## config.mk

```make
export PLATFORM = sky130hd
export DESIGN_NAME = fifo_wr_arb
export DESIGN_NICKNAME = d
export VERILOG_FILES = /design/src/rtl/fifo_wr_arb.sv
export SDC_FILE = /design/constraint.sdc
export NUM_CORES = 1
export LEC_CHECK = 0
export CAP_MARGIN = 0
export CORE_AREA = 2 2 68 135
export CTS_CLUSTER_DIAMETER = 200
export DETAILED_ROUTE_END_ITERATION = 16
export DIE_AREA = 0 0 70 137
export PLACE_DENSITY_LB_ADDON = 0.2
export SYNTH_ARGS = -nofsm -noshare
export SYNTH_HDL_FRONTEND = slang
export SYNTH_SLANG_ARGS = --single-unit
```

## constraint.sdc

```tcl
create_clock -name CLK -period 3.7 [get_ports CLK]
set_input_delay 1.11 -clock CLK [delete_from_list [all_inputs] [get_ports CLK]]
set_output_delay 1.11 -clock CLK [all_outputs]
set_load 0.02 [all_outputs]
```

## src/rtl/fifo_wr_arb.sv

```systemverilog
// fifo_wr_arb: 4-way round-robin FIFO write arbiter with per-requester 16-bit word counters.
// Latency: one idle arbitration cycle per grant, then ACK/WDATA/WINC combinational; stats one cycle behind.
// Backpressure: WFULL stalls the grant indefinitely; `FIFO_WR_ARB_BURST_EN holds a grant for up to BURST words.
module fifo_wr_arb #(
  parameter int DSIZE = 8,
  parameter int BURST = 4
) (
  input  logic               CLK,
  input  logic               RST,
  input  logic [3:0]         REQ,
  input  logic [4*DSIZE-1:0] DIN,
  output logic [3:0]         ACK,
  output logic [DSIZE-1:0]   WDATA,
  output logic               WINC,
  input  logic               WFULL,
  output logic [1:0]         GNT,
  output logic               BUSY,
  input  logic [1:0]         STAT_SEL,
  input  logic               STAT_CLR,
  output logic [15:0]        STAT_CNT
);
  localparam int BW = $clog2(BURST + 1);
`ifdef FIFO_WR_ARB_BURST_EN
  localparam logic [BW-1:0] LIMIT = BW'(BURST);
`else
  localparam logic [BW-1:0] LIMIT = BW'(1);
`endif

  typedef enum logic {IDLE, XFER} state_t;

  state_t        state, state_nxt;
  logic [1:0]    ptr, ptr_nxt;
  logic [1:0]    gnt_nxt;
  logic [1:0]    sel;
  logic [BW-1:0] bcnt, bcnt_nxt, bcnt_inc;
  logic          take;
  logic [15:0]   cnt_vec [4];

  assign take     = (state == XFER) & REQ[GNT] & ~WFULL & ~RST;
  assign bcnt_inc = bcnt + BW'(1);
  assign ACK      = take ? (4'b0001 << GNT) : 4'b0000;
  assign WINC     = |ACK;
  assign WDATA    = DIN[GNT*DSIZE +: DSIZE];

  always_comb begin
    state_nxt = state;
    gnt_nxt   = GNT;
    ptr_nxt   = ptr;
    bcnt_nxt  = bcnt;
    sel       = ptr;
    // Scan from the farthest offset down so the nearest requester at/after ptr wins.
    for (int k = 3; k >= 0; k--) begin
      if (REQ[ptr + 2'(k)]) sel = ptr + 2'(k);
    end
    case (state)
      IDLE: begin
        if (|REQ) begin
          gnt_nxt   = sel;
          bcnt_nxt  = '0;
          state_nxt = XFER;
        end
      end
      XFER: begin
        if (take) bcnt_nxt = bcnt_inc;
        if (!REQ[GNT] || (take && bcnt_inc == LIMIT)) begin
          state_nxt = IDLE;
          ptr_nxt   = GNT + 2'd1;
        end
      end
      default: state_nxt = IDLE;
    endcase
  end

  always_ff @(posedge CLK) begin
    if (RST) begin
      state <= IDLE;
      ptr   <= 2'd0;
      GNT   <= 2'd0;
      BUSY  <= 1'b0;
      bcnt  <= '0;
    end else begin
      state <= state_nxt;
      ptr   <= ptr_nxt;
      GNT   <= gnt_nxt;
      BUSY  <= (state_nxt == XFER);
      bcnt  <= bcnt_nxt;
    end
  end

  for (genvar i = 0; i < 4; i++) begin : g_cnt
    logic [15:0] cnt;
    // A clear on the selected requester overrides a same-edge accept.
    always_ff @(posedge CLK) begin
      if (RST || (STAT_CLR && STAT_SEL == 2'(i))) cnt <= 16'd0;
      else if (ACK[i])                             cnt <= cnt + 16'd1;
    end
    assign cnt_vec[i] = cnt;
  end

  always_ff @(posedge CLK) begin
    if (RST) STAT_CNT <= 16'd0;
    else     STAT_CNT <= cnt_vec[STAT_SEL];
  end

endmodule

```

# --- Yosys cells after proc, flatten, opt, wreduce, memory -nomap -nowiden ---
# Cells that the tools add are included.
word_totals:
  out_inout_bits: 32
  elab_cells: 80
  ff_bits: 88
classes:
  n_reduce_logical: 17
  eq_ne: 6
  n_mux: 24
  n_addsub: 9
  magnitude_cmp: 6
  bitwise: 7
  n_shift: 2
op_table:
  columns: ["op", "n"]
  rows:
  - ["$add 16x1->16 const B", 4]
  - ["$bmux 16 s2", 1]
  - ["$mux 16", 2]
  - ["$shiftx 32x6->8", 1]
  - ["$lt 2x3->1 const B", 5]
  - ["$bmux 1 s2", 5]
  - ["$mux 2", 4]
  - ["$reduce_or 4->1", 2]
  - ["$mux 1", 7]
  - ["$mux 3", 2]
  - ["$pmux 3 s2", 1]
  - ["$reduce_and 2->1", 3]
  - ["$logic_and 1x1->1", 5]
  - ["$logic_or 1x1->1", 5]
  - ["$add 2x1->2 const B", 2]
  - ["$add 2x2->2 const B", 2]
  - ["$eq 2x2->1 const B", 2]
  - ["$mux 4", 1]
  - ["$shl 1x2->4 const A", 1]
  - ["$add 3x1->3 const B", 1]
  - ["$and 1x1->1", 3]
  - ["$eq 3x1->1 const B", 1]
  - ["$ge 3x3->1 const B", 1]
  - ["$not 1->1", 3]
  - ["other kinds (7)", 7]

# --- Longest topological paths before layout ---
depth:
  ltp_word: 9
  ltp_mapped: 8

# --- Worst setup path before layout ---
# Ideal clock, no wire load.
synth_path:
  path_type: "input to output"
  startpoint: "input REQ[3]"
  endpoint: "output ACK[1]"
  slack_ps: 327
  required_ps: 2590
  cell_stages: 5
  arrival_time_ps: 2263
  path_cell_list: "mux4_2 -> buf_2 -> buf_2 -> nand3_1 -> inv_1"
synth_between:
  elab_chain_len: 6
synth_lines:
  columns: ["element", "line_no", "rtl"]
  rows:
  - ["start, declared", "10", "input logic [3:0] REQ,"]
  - ["$bmux 1 s2", "39", "assign take = (state == XFER) & REQ[GNT] & ~WFULL & ~RST;"]
  - ["$mux 1 (not written as such)", "39", null]
  - ["$and 1x1->1 (3 in a row)", "39", null]
  - ["$mux 4", "41", "assign ACK = take ? (4'b0001 << GNT) : 4'b0000;"]
  - ["end, declared", "12", "output logic [3:0] ACK,"]
# Every way passes these cells. The select of a mux whose other input is x is not followed.

# --- Final worst setup path ---
layout_path:
  startpoint: "input DIN[10]"
  endpoint: "output WDATA[2]"
layout_between:
  elab_chain_len: 1
layout_lines:
  columns: ["element", "line_no", "rtl"]
  rows:
  - ["start, declared", "11", "input logic [4*DSIZE-1:0] DIN,"]
  - ["$shiftx 32x6->8", "43", "assign WDATA = DIN[GNT*DSIZE +: DSIZE];"]
  - ["end, declared", "13", "output logic [DSIZE-1:0] WDATA,"]
# Every way passes these cells.

==> impl_results.md <==
* Worst Setup End Kind: output pin
* Crit-path max FO at 1
* First-pass GRT wire length at 19820 um
* Standard-cell row count at 48
* Post-DP HPWL at 9245 um
* Synth warn at 0
* Layout cells sized above 1 at 0.1394
* Fin crit period at 3.660 ns
* Commonest cells after routing, fill and taps aside: dfxtp_1 (88), clkdlybuf4s50_1 (67), a21oi_1 (43)
* Maximum VDD drop at 0.2789 mV
* Gp weighted congestion at 0.8062
* Placed cell areas at 5461 um^2
* Fin crit share at 0.9892
* Vias in the first global route at 4107
* WS Path Type: primary input to output pin
* Worst setup margin at 0.03983 ns
* Starting Density at 0.5340
* Antenna diodes at 0
* Seq pwr share at 0.455
* Setup slack, reg-to-reg at 1.20 ns
* Total global routing overflow at 0
* Unrepaired setup endpoints after global routing: yes
* Synth Cell Area at 4554 um^2
* Leakage at 2.036 nW
* Req. time, crit path at 2.59 ns
* Design Area, Final at 5779 um^2
* RR Startpoint: GNT[0]
* Pre-CTS setup slack at -0.2722 ns
* CTS clk-pin slew, worst paths at 0.06 ns
* Outcome: finished clean
* Most common cell after layout, fill and taps aside: dfxtp_1
* Max Slew Vio Count at 0
* Largest net degree at the start of global routing at 33
* Hold depth at 2
* Clk_skew at 0.008148 ns
* DIE AREA at 9590 um^2
* Hold slack at 0.4907 ns
* Sequential area share after synthesis at 0.3868
* HP Class: flip-flop to flip-flop
* Hold_buf cts at 0
* Clock insertion delay at the later pin of the skew report at 0.34 ns
* #FFs+latches synth at 88
* Fin Setup TNS at 0 ns
* Top FF cell, synth: dfxtp_1
* WL/cell at 18.01 um
* Total number of vias at 4178
* Hold Startpoint: g_cnt[1].cnt[15]
* Area Growth Syn to Fin at 26.90%
* Pwr dens at 365.8 nW/um^2
* Vias per cell at 6.199
* Clock Tree Root: clkbuf_16
* Total net switching power at 0.5094 mW
* Detail Route Antenna Nets at 0
* Final core occ at 0.6777
* Die height at 137 um
* CTS tree: yes
* H-tree depth at 3
* Nets at 621
* Ports at 74
* # setup viols final at 0
* Synth Area per Inst at 9.352 um^2
* Fin. Hold Viols at 0
* Max_slew headroom at 0.2057
* Critical Path Start Type: primary input
* Post-synth ARST share at 0
* Max frequency at 273.2 MHz
* DRT Wirelength at 12140 um
* Final cell count without fillers at 674
* Power Total at 2.114 mW
* MaxCap Viol Count at 0
* Reg-to-Reg End: g_cnt[1].cnt[13]
* CTS max path bufs at 2
* Syn Nets at 539
* Antenna violations before repair at 0
* Gr usage total at 0.2653
* Internal power at 1.605 mW
* Drt pass-1 iters at 4
* Initial DRC count at 227
* Buffers on Ports at 73
* Clock Power Share at 0.424
* Cells on worst reg2reg path at 7
* Data arrival, critical path at 2.55 ns
* Die width at 70 um
* Cells after Synth at 487
* Net Sw Frac at 0.2409
* Combinational Power Share at 0.121
* Hold endpoint: g_cnt[1].cnt[15]
* Number of enable flip-flop cells after synthesis at 0
* DRC at 0
* Core ar. at 8528 um^2
* Worst slew pin tran at 1.189 ns
* TritonCTS Buffers at 9
* Synth cell types at 41
* Placed cell count at 656
* Clk sinks at 88
==> cell type report <==
class	instances	area (um^2)
well taps	100	125.1
clock buffers	11	232.7
flip-flops and latches	88	1762
multi-input cells	358	2653
inverters	17	63.81
fillers	660	2749
repair buffers	95	885.9
clock inverters	5	57.56
==> cells by family (layout without fill, tap and decap cells) <==
kind of cell,Yosys count,after routing,share of synthesized area
compound gates,95,95,0.1234
xor+xnor,19,19,0.03654
fa+ha+maj,10,10,0.02747
buf+inv,41,128,0.03571
flops,88,88,0.3868
mux,27,27,0.1283
simple gates,207,207,0.2618
==> registers in the layout (all words and copies together) (netlist names) <==
register / cells
g_cnt.cnt: 64
GNT: 2
STAT_CNT: 16
ptr: 2
state: 1
bcnt: 3
==> repair_timing <==
| action | CTS | global route |
|---|---|---|
| pin swaps | 2 | 1 |
| hold endpoints to repair | 0 | 0 |
| setup endpoints to repair | 5 | 6 |
| setup buffers | 0 | 2 |
| gates resized for setup | 17 | 4 |
==> worst max-delay path, cell delays in order <==
cell and delay (ns):
clkdlybuf4s50_1 0.41, mux4_2 0.46, clkdlybuf4s50_1 0.57
==> worst max path at each step <==
stage          startpoint  endpoint  slack (ns)  depth (start not counted)
6_report          DIN[10]  WDATA[2]        0.04                          3
5_1_grt            REQ[3]      WINC       -0.01                          5
4_1_cts            REQ[3]      WINC     0.00006                          5
3_5_place_dp       REQ[3]    ACK[2]       -0.27                          5
3_3_place_gp       REQ[3]    ACK[2]       -0.25                          5
2_1_floorplan      REQ[3]    ACK[1]        0.33                          5
==> power by group through the flow <==
stage	clock network, mW	registers (mW)	logic (mW)
floorplan	0	0.985	0.130
global placement	0	0.983	0.243
detailed placement	0	0.983	0.248
CTS	0.907	0.961	0.252
global route	0.945	0.962	0.274
finish	0.897	0.962	0.255
==> routing by layer <==
layer	track usage	vias to the layer above	wire, um
met4	0.1709	0	685
met3	0.04418	44	577
met2	0.5063	162	6753
li1	-	2010	-
met5	0	-	0
met1	0.2564	1962	4121
==> cells in the mapped netlist, types with 10 or more instances <==
library cell  number  area share
dfxtp_1           88        0.39
nor2_1            26       0.021
a21oi_1           43       0.047
o21ai_0           23       0.025
nand2_1           33       0.027
inv_1             17       0.014
nand4_1           21       0.029
xor2_1            15       0.029
nand3_1           26       0.029
ha_1              10       0.027
o31ai_1           12       0.020
nor2b_1           20       0.027
or3_1             22       0.030
or4_1             20       0.033
clkbuf_1          15       0.012
mux4_2            25        0.12
and3_1            10       0.014
Note: power is estimated with default switching activity, not from simulation.
